==> config.mk <==
export PLATFORM = sky130hd
export DESIGN_NAME = servant_uart_tx
export DESIGN_NICKNAME = d
export VERILOG_FILES = /design/src/rtl/servant_uart_pkg.sv /design/src/rtl/servant_uart_fifo.sv /design/src/rtl/servant_uart_tx.sv
export SDC_FILE = /design/constraint.sdc
export NUM_CORES = 1
export LEC_CHECK = 0
export BUFFER_PORTS_ARGS = -buffer_cell sky130_fd_sc_hd__buf_4
export CELL_PAD_IN_SITES_DETAIL_PLACEMENT = 0
export CELL_PAD_IN_SITES_GLOBAL_PLACEMENT = 1
export CORE_ASPECT_RATIO = 0.75
export CORE_MARGIN = 10
export CORE_UTILIZATION = 30
export DETAILED_ROUTE_END_ITERATION = 10
export HOLD_SLACK_MARGIN = 0.12
export PLACE_DENSITY = 0.68
export RECOVER_POWER = 50
export SYNTH_ARGS = -nofsm -noshare
export SYNTH_HDL_FRONTEND = slang
export SYNTH_SLANG_ARGS = --single-unit
==> constraint.sdc <==
create_clock -name i_clk -period 3.75 [get_ports i_clk]
set_input_delay 0 -clock i_clk [delete_from_list [all_inputs] [get_ports i_clk]]
set_output_delay 0 -clock i_clk [all_outputs]
set_load 0.03 [all_outputs]
==> src/rtl/servant_uart_pkg.sv <==
// Shared types and constants for the servant UART transmitter.
// Contents: shift-engine state enum, status word bit positions, frame size.
package servant_uart_pkg;

  typedef enum logic [1:0] {
    IDLE  = 2'd0,
    START = 2'd1,
    DATA  = 2'd2,
    STOP  = 2'd3
  } uart_state_t;

  localparam int unsigned STAT_FULL    = 0;
  localparam int unsigned STAT_BUSY    = 1;
  localparam int unsigned STAT_CNT_LSB = 4;

  localparam int unsigned DATA_BITS = 8;
  localparam int unsigned BYTE_W    = 8;

endpackage

==> src/rtl/servant_uart_fifo.sv <==
// Synchronous byte FIFO for the UART transmitter.
// Ports:
//   clk, rst      clock and synchronous active-high reset
//   push, din     enqueue request and byte; accepted when not full or popping
//   pop           dequeue request; ignored when empty
//   head_c        byte at the read pointer (combinational)
//   full_c        count == depth (combinational)
//   empty_c       count == 0 (combinational)
//   count         registered occupancy, 0..2**AW
module servant_uart_fifo
  import servant_uart_pkg::*;
#(
  parameter int unsigned AW = 2
) (
  input  logic              clk,
  input  logic              rst,
  input  logic              push,
  input  logic              pop,
  input  logic [BYTE_W-1:0] din,
  output logic [BYTE_W-1:0] head_c,
  output logic              full_c,
  output logic              empty_c,
  output logic [AW:0]       count
);

  localparam int unsigned DEPTH = 1 << AW;
  localparam int unsigned CNT_W = AW + 1;

  logic [BYTE_W-1:0] mem [DEPTH];
  logic [AW-1:0]     wr_ptr;
  logic [AW-1:0]     rd_ptr;
  logic              do_push;
  logic              do_pop;

  // A pop frees the slot in the same cycle, so a full FIFO can still accept.
  always_comb begin
    empty_c = (count == '0);
    full_c  = (count == CNT_W'(DEPTH));
    do_pop  = pop & ~empty_c;
    do_push = push & (~full_c | do_pop);
    head_c  = mem[rd_ptr];
  end

  // Storage array, no reset needed.
  always_ff @(posedge clk) begin
    if (do_push) begin
      mem[wr_ptr] <= din;
    end
  end

  // Pointers wrap naturally at 2**AW.
  always_ff @(posedge clk) begin
    if (rst) begin
      wr_ptr <= '0;
      rd_ptr <= '0;
      count  <= '0;
    end else begin
      if (do_push) begin
        wr_ptr <= wr_ptr + 1'b1;
      end
      if (do_pop) begin
        rd_ptr <= rd_ptr + 1'b1;
      end
      case ({do_push, do_pop})
        2'b10:   count <= count + 1'b1;
        2'b01:   count <= count - 1'b1;
        default: count <= count;
      endcase
    end
  end

endmodule

==> src/rtl/servant_uart_tx.sv <==
// Wishbone-slave 8N1 UART transmitter for the servant peripheral bus.
// Ports:
//   i_clk     system clock
//   i_rst     synchronous active-high reset
//   i_wb_cyc  access strobe, high for two cycles per access
//   i_wb_we   1 = enqueue i_wb_dat[7:0], 0 = status read
//   i_wb_dat  write data (bits 31:8 ignored)
//   o_wb_dat  registered status: [0] full, [1] busy, [FIFO_AW+4:4] count
//   o_tx      serial output, idle high
module servant_uart_tx
  import servant_uart_pkg::*;
#(
  parameter int unsigned DIVISOR = 139,
  parameter int unsigned FIFO_AW = 2
) (
  input  logic        i_clk,
  input  logic        i_rst,
  input  logic        i_wb_cyc,
  input  logic        i_wb_we,
  input  logic [31:0] i_wb_dat,
  output logic [31:0] o_wb_dat,
  output logic        o_tx
);

  localparam int unsigned BAUD_W = 16;
  localparam int unsigned BIT_W  = $clog2(DATA_BITS);
  localparam int unsigned CNT_W  = FIFO_AW + 1;

  localparam logic [BAUD_W-1:0] BAUD_LAST = BAUD_W'(DIVISOR - 1);
  localparam logic [BIT_W-1:0]  BIT_LAST  = BIT_W'(DATA_BITS - 1);

  uart_state_t       state;
  logic [BAUD_W-1:0] baud_cnt;
  logic [BIT_W-1:0]  bit_cnt;
  logic [BYTE_W-1:0] shreg;
  logic              cyc_q;

  logic              push_c;
  logic              pop_c;
  logic              baud_done_c;
  logic [BYTE_W-1:0] head_c;
  logic              full_c;
  logic              empty_c;
  logic [CNT_W-1:0]  count;
  logic [31:0]       status_c;
  logic              unused_dat_c;

  assign unused_dat_c = ^i_wb_dat[31:BYTE_W];

  servant_uart_fifo #(
    .AW (FIFO_AW)
  ) u_fifo (
    .clk     (i_clk),
    .rst     (i_rst),
    .push    (push_c),
    .pop     (pop_c),
    .din     (i_wb_dat[BYTE_W-1:0]),
    .head_c  (head_c),
    .full_c  (full_c),
    .empty_c (empty_c),
    .count   (count)
  );

  // Only the first cycle of an access counts, so each write pushes once.
  // Pops happen from IDLE, or at the end of STOP to chain frames gap-free.
  always_comb begin
    push_c      = i_wb_cyc & ~cyc_q & i_wb_we;
    baud_done_c = (baud_cnt == '0);
    pop_c       = 1'b0;
    if (!empty_c) begin
      case (state)
        IDLE:    pop_c = 1'b1;
        STOP:    pop_c = baud_done_c;
        default: pop_c = 1'b0;
      endcase
    end
    status_c                           = '0;
    status_c[STAT_FULL]                = full_c;
    status_c[STAT_BUSY]                = (state != IDLE) | ~empty_c;
    status_c[STAT_CNT_LSB +: CNT_W]    = count;
  end

  // Shift engine: o_tx is registered and changes together with the state.
  always_ff @(posedge i_clk) begin
    if (i_rst) begin
      state    <= IDLE;
      baud_cnt <= '0;
      bit_cnt  <= '0;
      shreg    <= '0;
      cyc_q    <= 1'b0;
      o_tx     <= 1'b1;
      o_wb_dat <= '0;
    end else begin
      cyc_q    <= i_wb_cyc;
      o_wb_dat <= status_c;
      case (state)
        IDLE: begin
          o_tx <= 1'b1;
          if (pop_c) begin
            shreg    <= head_c;
            baud_cnt <= BAUD_LAST;
            o_tx     <= 1'b0;
            state    <= START;
          end
        end
        START: begin
          if (baud_done_c) begin
            baud_cnt <= BAUD_LAST;
            bit_cnt  <= '0;
            o_tx     <= shreg[0];
            state    <= DATA;
          end else begin
            baud_cnt <= baud_cnt - 1'b1;
          end
        end
        DATA: begin
          if (baud_done_c) begin
            baud_cnt <= BAUD_LAST;
            if (bit_cnt == BIT_LAST) begin
              o_tx  <= 1'b1;
              state <= STOP;
            end else begin
              bit_cnt <= bit_cnt + 1'b1;
              shreg   <= {1'b0, shreg[BYTE_W-1:1]};
              o_tx    <= shreg[1];
            end
          end else begin
            baud_cnt <= baud_cnt - 1'b1;
          end
        end
        STOP: begin
          if (baud_done_c) begin
            if (pop_c) begin
              shreg    <= head_c;
              baud_cnt <= BAUD_LAST;
              o_tx     <= 1'b0;
              state    <= START;
            end else begin
              o_tx  <= 1'b1;
              state <= IDLE;
            end
          end else begin
            baud_cnt <= baud_cnt - 1'b1;
          end
        end
        default: begin
          o_tx  <= 1'b1;
          state <= IDLE;
        end
      endcase
    end
  end

endmodule

==> flow_summary.json <==
{
  "status": "complete, no violations",
  "maxCapViolCount": 0,
  "crit_required_ns": 3.96,
  "power.density_nw_per_um2": 810,
  "die_h_um": 118,
  "reg2reg_slack_ns": 0.78,
  "dp_slack_ns": 0.900,
  "start_util": 0.309,
  "cts_tree": "done",
  "final-setup-viol-count": 0,
  "drtPass1Iterations": 4,
  "cp_slowest_cell": "and4_1",
  "rsz0062_at_grt": "no",
  "place_congestion": 0.771,
  "cts.sinks": 77,
  "overflow": 0,
  "synth_ff_type": "dfxtp_1",
  "synthArstFlopShare": 0,
  "top_usage_layer": "met2",
  "met1_usage": 0.128,
  "ys_warn_count": 0,
  "final_hold_viol_count": 0,
  "grt_pass1_vias": 2567,
  "rows": 35,
  "post_synth.cell_area_avg_um2": 10.8,
  "dieArea_um2": 17800,
  "die_w_um": 151,
  "crit_type": "reg -> reg",
  "hold_slack_ns": 0.131,
  "placedCellCount": 524,
  "dp_hpwl_mm": 5.73,
  "io_pins": 69,
  "worst-path-max-fanout": 11,
  "synth.distinct_cells": 55,
  "clockBufferDepth": 2,
  "fin_skew_ns": 0.00505,
  "drcViolationCount": 0,
  "layout-drive-gt1-share": 0.0966,
  "start_kind": "register",
  "via_per_inst": 4.84,
  "met3_usage": 0.0234,
  "core_um2": 12400,
  "clk_pin_slew_worst_paths_ns": 0.06,
  "syn_to_final_growth_pct": 12.1,
  "numPortBuffers": 17,
  "crit_arrival_ns": 3.17,
  "worstHoldStart": "i_rst",
  "fin_crit_sh": 0.791,
  "min_path_cells": 2,
  "fin_ws_ns": 0.782,
  "netlist_area_um2": 3850,
  "yosysMostFrequentCell": "dfxtp_1",
  "layoutNonFillerInstCount": 549,
  "vias": 2658,
  "postCtsSetupRepairBufs": 0,
  "fin_setup_tns_ns": 0,
  "wl_per_cell_um": 14.8,
  "fmax_ghz": 0.337,
  "fin_total_pwr_mw": 3.50,
  "synth_top_area_cell": "edfxtp_1",
  "layout_min_cycle_time_ns": 2.97,
  "clkLatencyLatePin_ns": 0.33,
  "drt-total-wl_mm": 8.11,
  "r2r_start": "baud_cnt[0]",
  "synth_area_leaders": "edfxtp_1 (25%), dfxtp_1 (23%), buf_4 (5.5%)",
  "cts_buffers": 9,
  "min_to": "cyc_q",
  "grt_max_degree": 51,
  "gr-usage-met2": 0.131,
  "yosys-top-cells-count": "dfxtp_1 (45), edfxtp_1 (32), nor2_1 (32)",
  "drt_first_iter_violations": 225,
  "worstPathCellList": "inv_1, ha_1, nor3b_1, and4_1, a21o_1, a2111oi_0, or4b_1",
  "synth.top_cell.area_share": 0.250,
  "ys_seq_area_frac": 0.484,
  "r2r_end": "u_fifo.count[2]",
  "ys_ff_latch": 77,
  "cts_resized": 0,
  "diodes": 0,
  "reg2regPathDepth": 7,
  "cts_max_level": 3,
  "leakage_nw": 1.56,
  "grt_usage": 0.0912,
  "cts-root-buf": "clkbuf_16",
  "max_stage_delay_ns": 0.58,
  "final_antenna_net_count": 0,
  "nets": 427,
  "min_path_type": "in -> reg",
  "tightest_slew_ns": 0.841,
  "end_kind": "register",
  "drv_slew": 0,
  "synth_cells": 356,
  "vdd_drop_max_v": 0.000374,
  "antenna_found_initial": 0,
  "synth_edf_count": 32,
  "grt_pass1_wl_mm": 13.3,
  "slew_headroom": 0.433
}
## state kept, by name (all words and copies together), names as in the netlist, named ones only
name           count
state              2
baud_cnt          16
u_fifo.wr_ptr      2
shreg              8
o_tx               1
cyc_q              1
u_fifo.count       3
o_wb_dat           5
u_fifo.mem        32
bit_cnt            3
u_fifo.rd_ptr      2
## final cells by class
cell class | instances | area (µm²)
fill | 1255 | 8120
sequential | 77 | 1860
multi-input combinational | 245 | 1720
clock buffer | 9 | 225
tap | 166 | 208
timing repair buffer | 29 | 180
inverter | 16 | 60.1
clock inverter | 7 | 55.1
## routing by layer
layer  share of wire  wire length, µm  vias to the layer above
met4           0.011               92                        0
met5               0                0                        -
met3           0.066              535                        7
met1            0.49             3990                     1280
met2            0.43             3490                       71
li1                -                -                     1300
## stage by stage
step / instance area [µm²] / utilization
floorplan: 3950 / -
finish: 4310 / 0.347
global route: 4310 / 0.347
global placement: 4020 / 0.323
CTS: 4390 / 0.353
detailed placement: 4020 / 0.323
## critical path: cells and delay by family (launching register included)
family	cells	cell delay, ns
AO/OA/AOI/OAI	2	0.51
buffers and inverters	1	0.07
AND/OR/NAND/NOR	3	1.66
adder cells (fa/ha/maj)	1	0.26
flip-flops	1	0.35
## cells by family after synthesis
family | count (synthesis) | share of synthesized area
other | 1 | 0.000974
adder cells (fa/ha/maj) | 13 | 0.0442
XOR/XNOR | 4 | 0.00910
multiplexers | 27 | 0.103
buffers and inverters | 60 | 0.0888
AO/OA/AOI/OAI | 69 | 0.122
flip-flops | 77 | 0.484
AND/OR/NAND/NOR | 105 | 0.148
## timing repair
item | in CTS | in global routing
hold endpoints to repair | 33 | 0
hold buffers | 9 | 0
setup endpoints to repair | 0 | 0
## how the worst max path moves through the flow
stage           startpoint                to  slack (ns)
2_1_floorplan     state[0]   u_fifo.count[2]        1.01
3_3_place_gp      state[0]   u_fifo.count[2]        0.95
3_5_place_dp      state[0]   u_fifo.count[2]        0.90
4_1_cts           state[0]   u_fifo.count[2]        0.89
5_1_grt        baud_cnt[0]  u_fifo.mem[2][7]        0.43
6_report       baud_cnt[0]   u_fifo.count[2]        0.78
## power by group
group	internal (mW)	switching (mW)	total, mW
clock network	0.456	0.360	0.816
logic	0.568	0.966	1.53
registers	1.02	0.125	1.14
## placed cells by master, fill, tap and decap left out, types with 4 or more instances in the layout
master / Yosys / final
clkbuf_1: 10 / 16
edfxtp_1: 32 / 32
nand2_1: 12 / 12
conb_1: 1 / 27
inv_1: 16 / 16
dlygate4sd3_1: 0 / 9
o31ai_1: 5 / 5
mux4_2: 8 / 8
inv_6: 0 / 4
a31oi_1: 7 / 7
nor2_1: 32 / 32
nor4_1: 3 / 4
dfxtp_1: 45 / 45
nor3_1: 14 / 14
nand2b_1: 4 / 4
mux2i_1: 8 / 8
nor2b_1: 9 / 9
a21oi_1: 19 / 19
nand4_1: 4 / 4
mux2_1: 7 / 7
xnor2_1: 4 / 4
and3_1: 4 / 4
ha_1: 12 / 12
a311oi_1: 8 / 8
and2_1: 5 / 5
or3_1: 4 / 4
clkbuf_16: 0 / 9
o21ai_0: 10 / 10
Power figures use the tool's default switching activity.
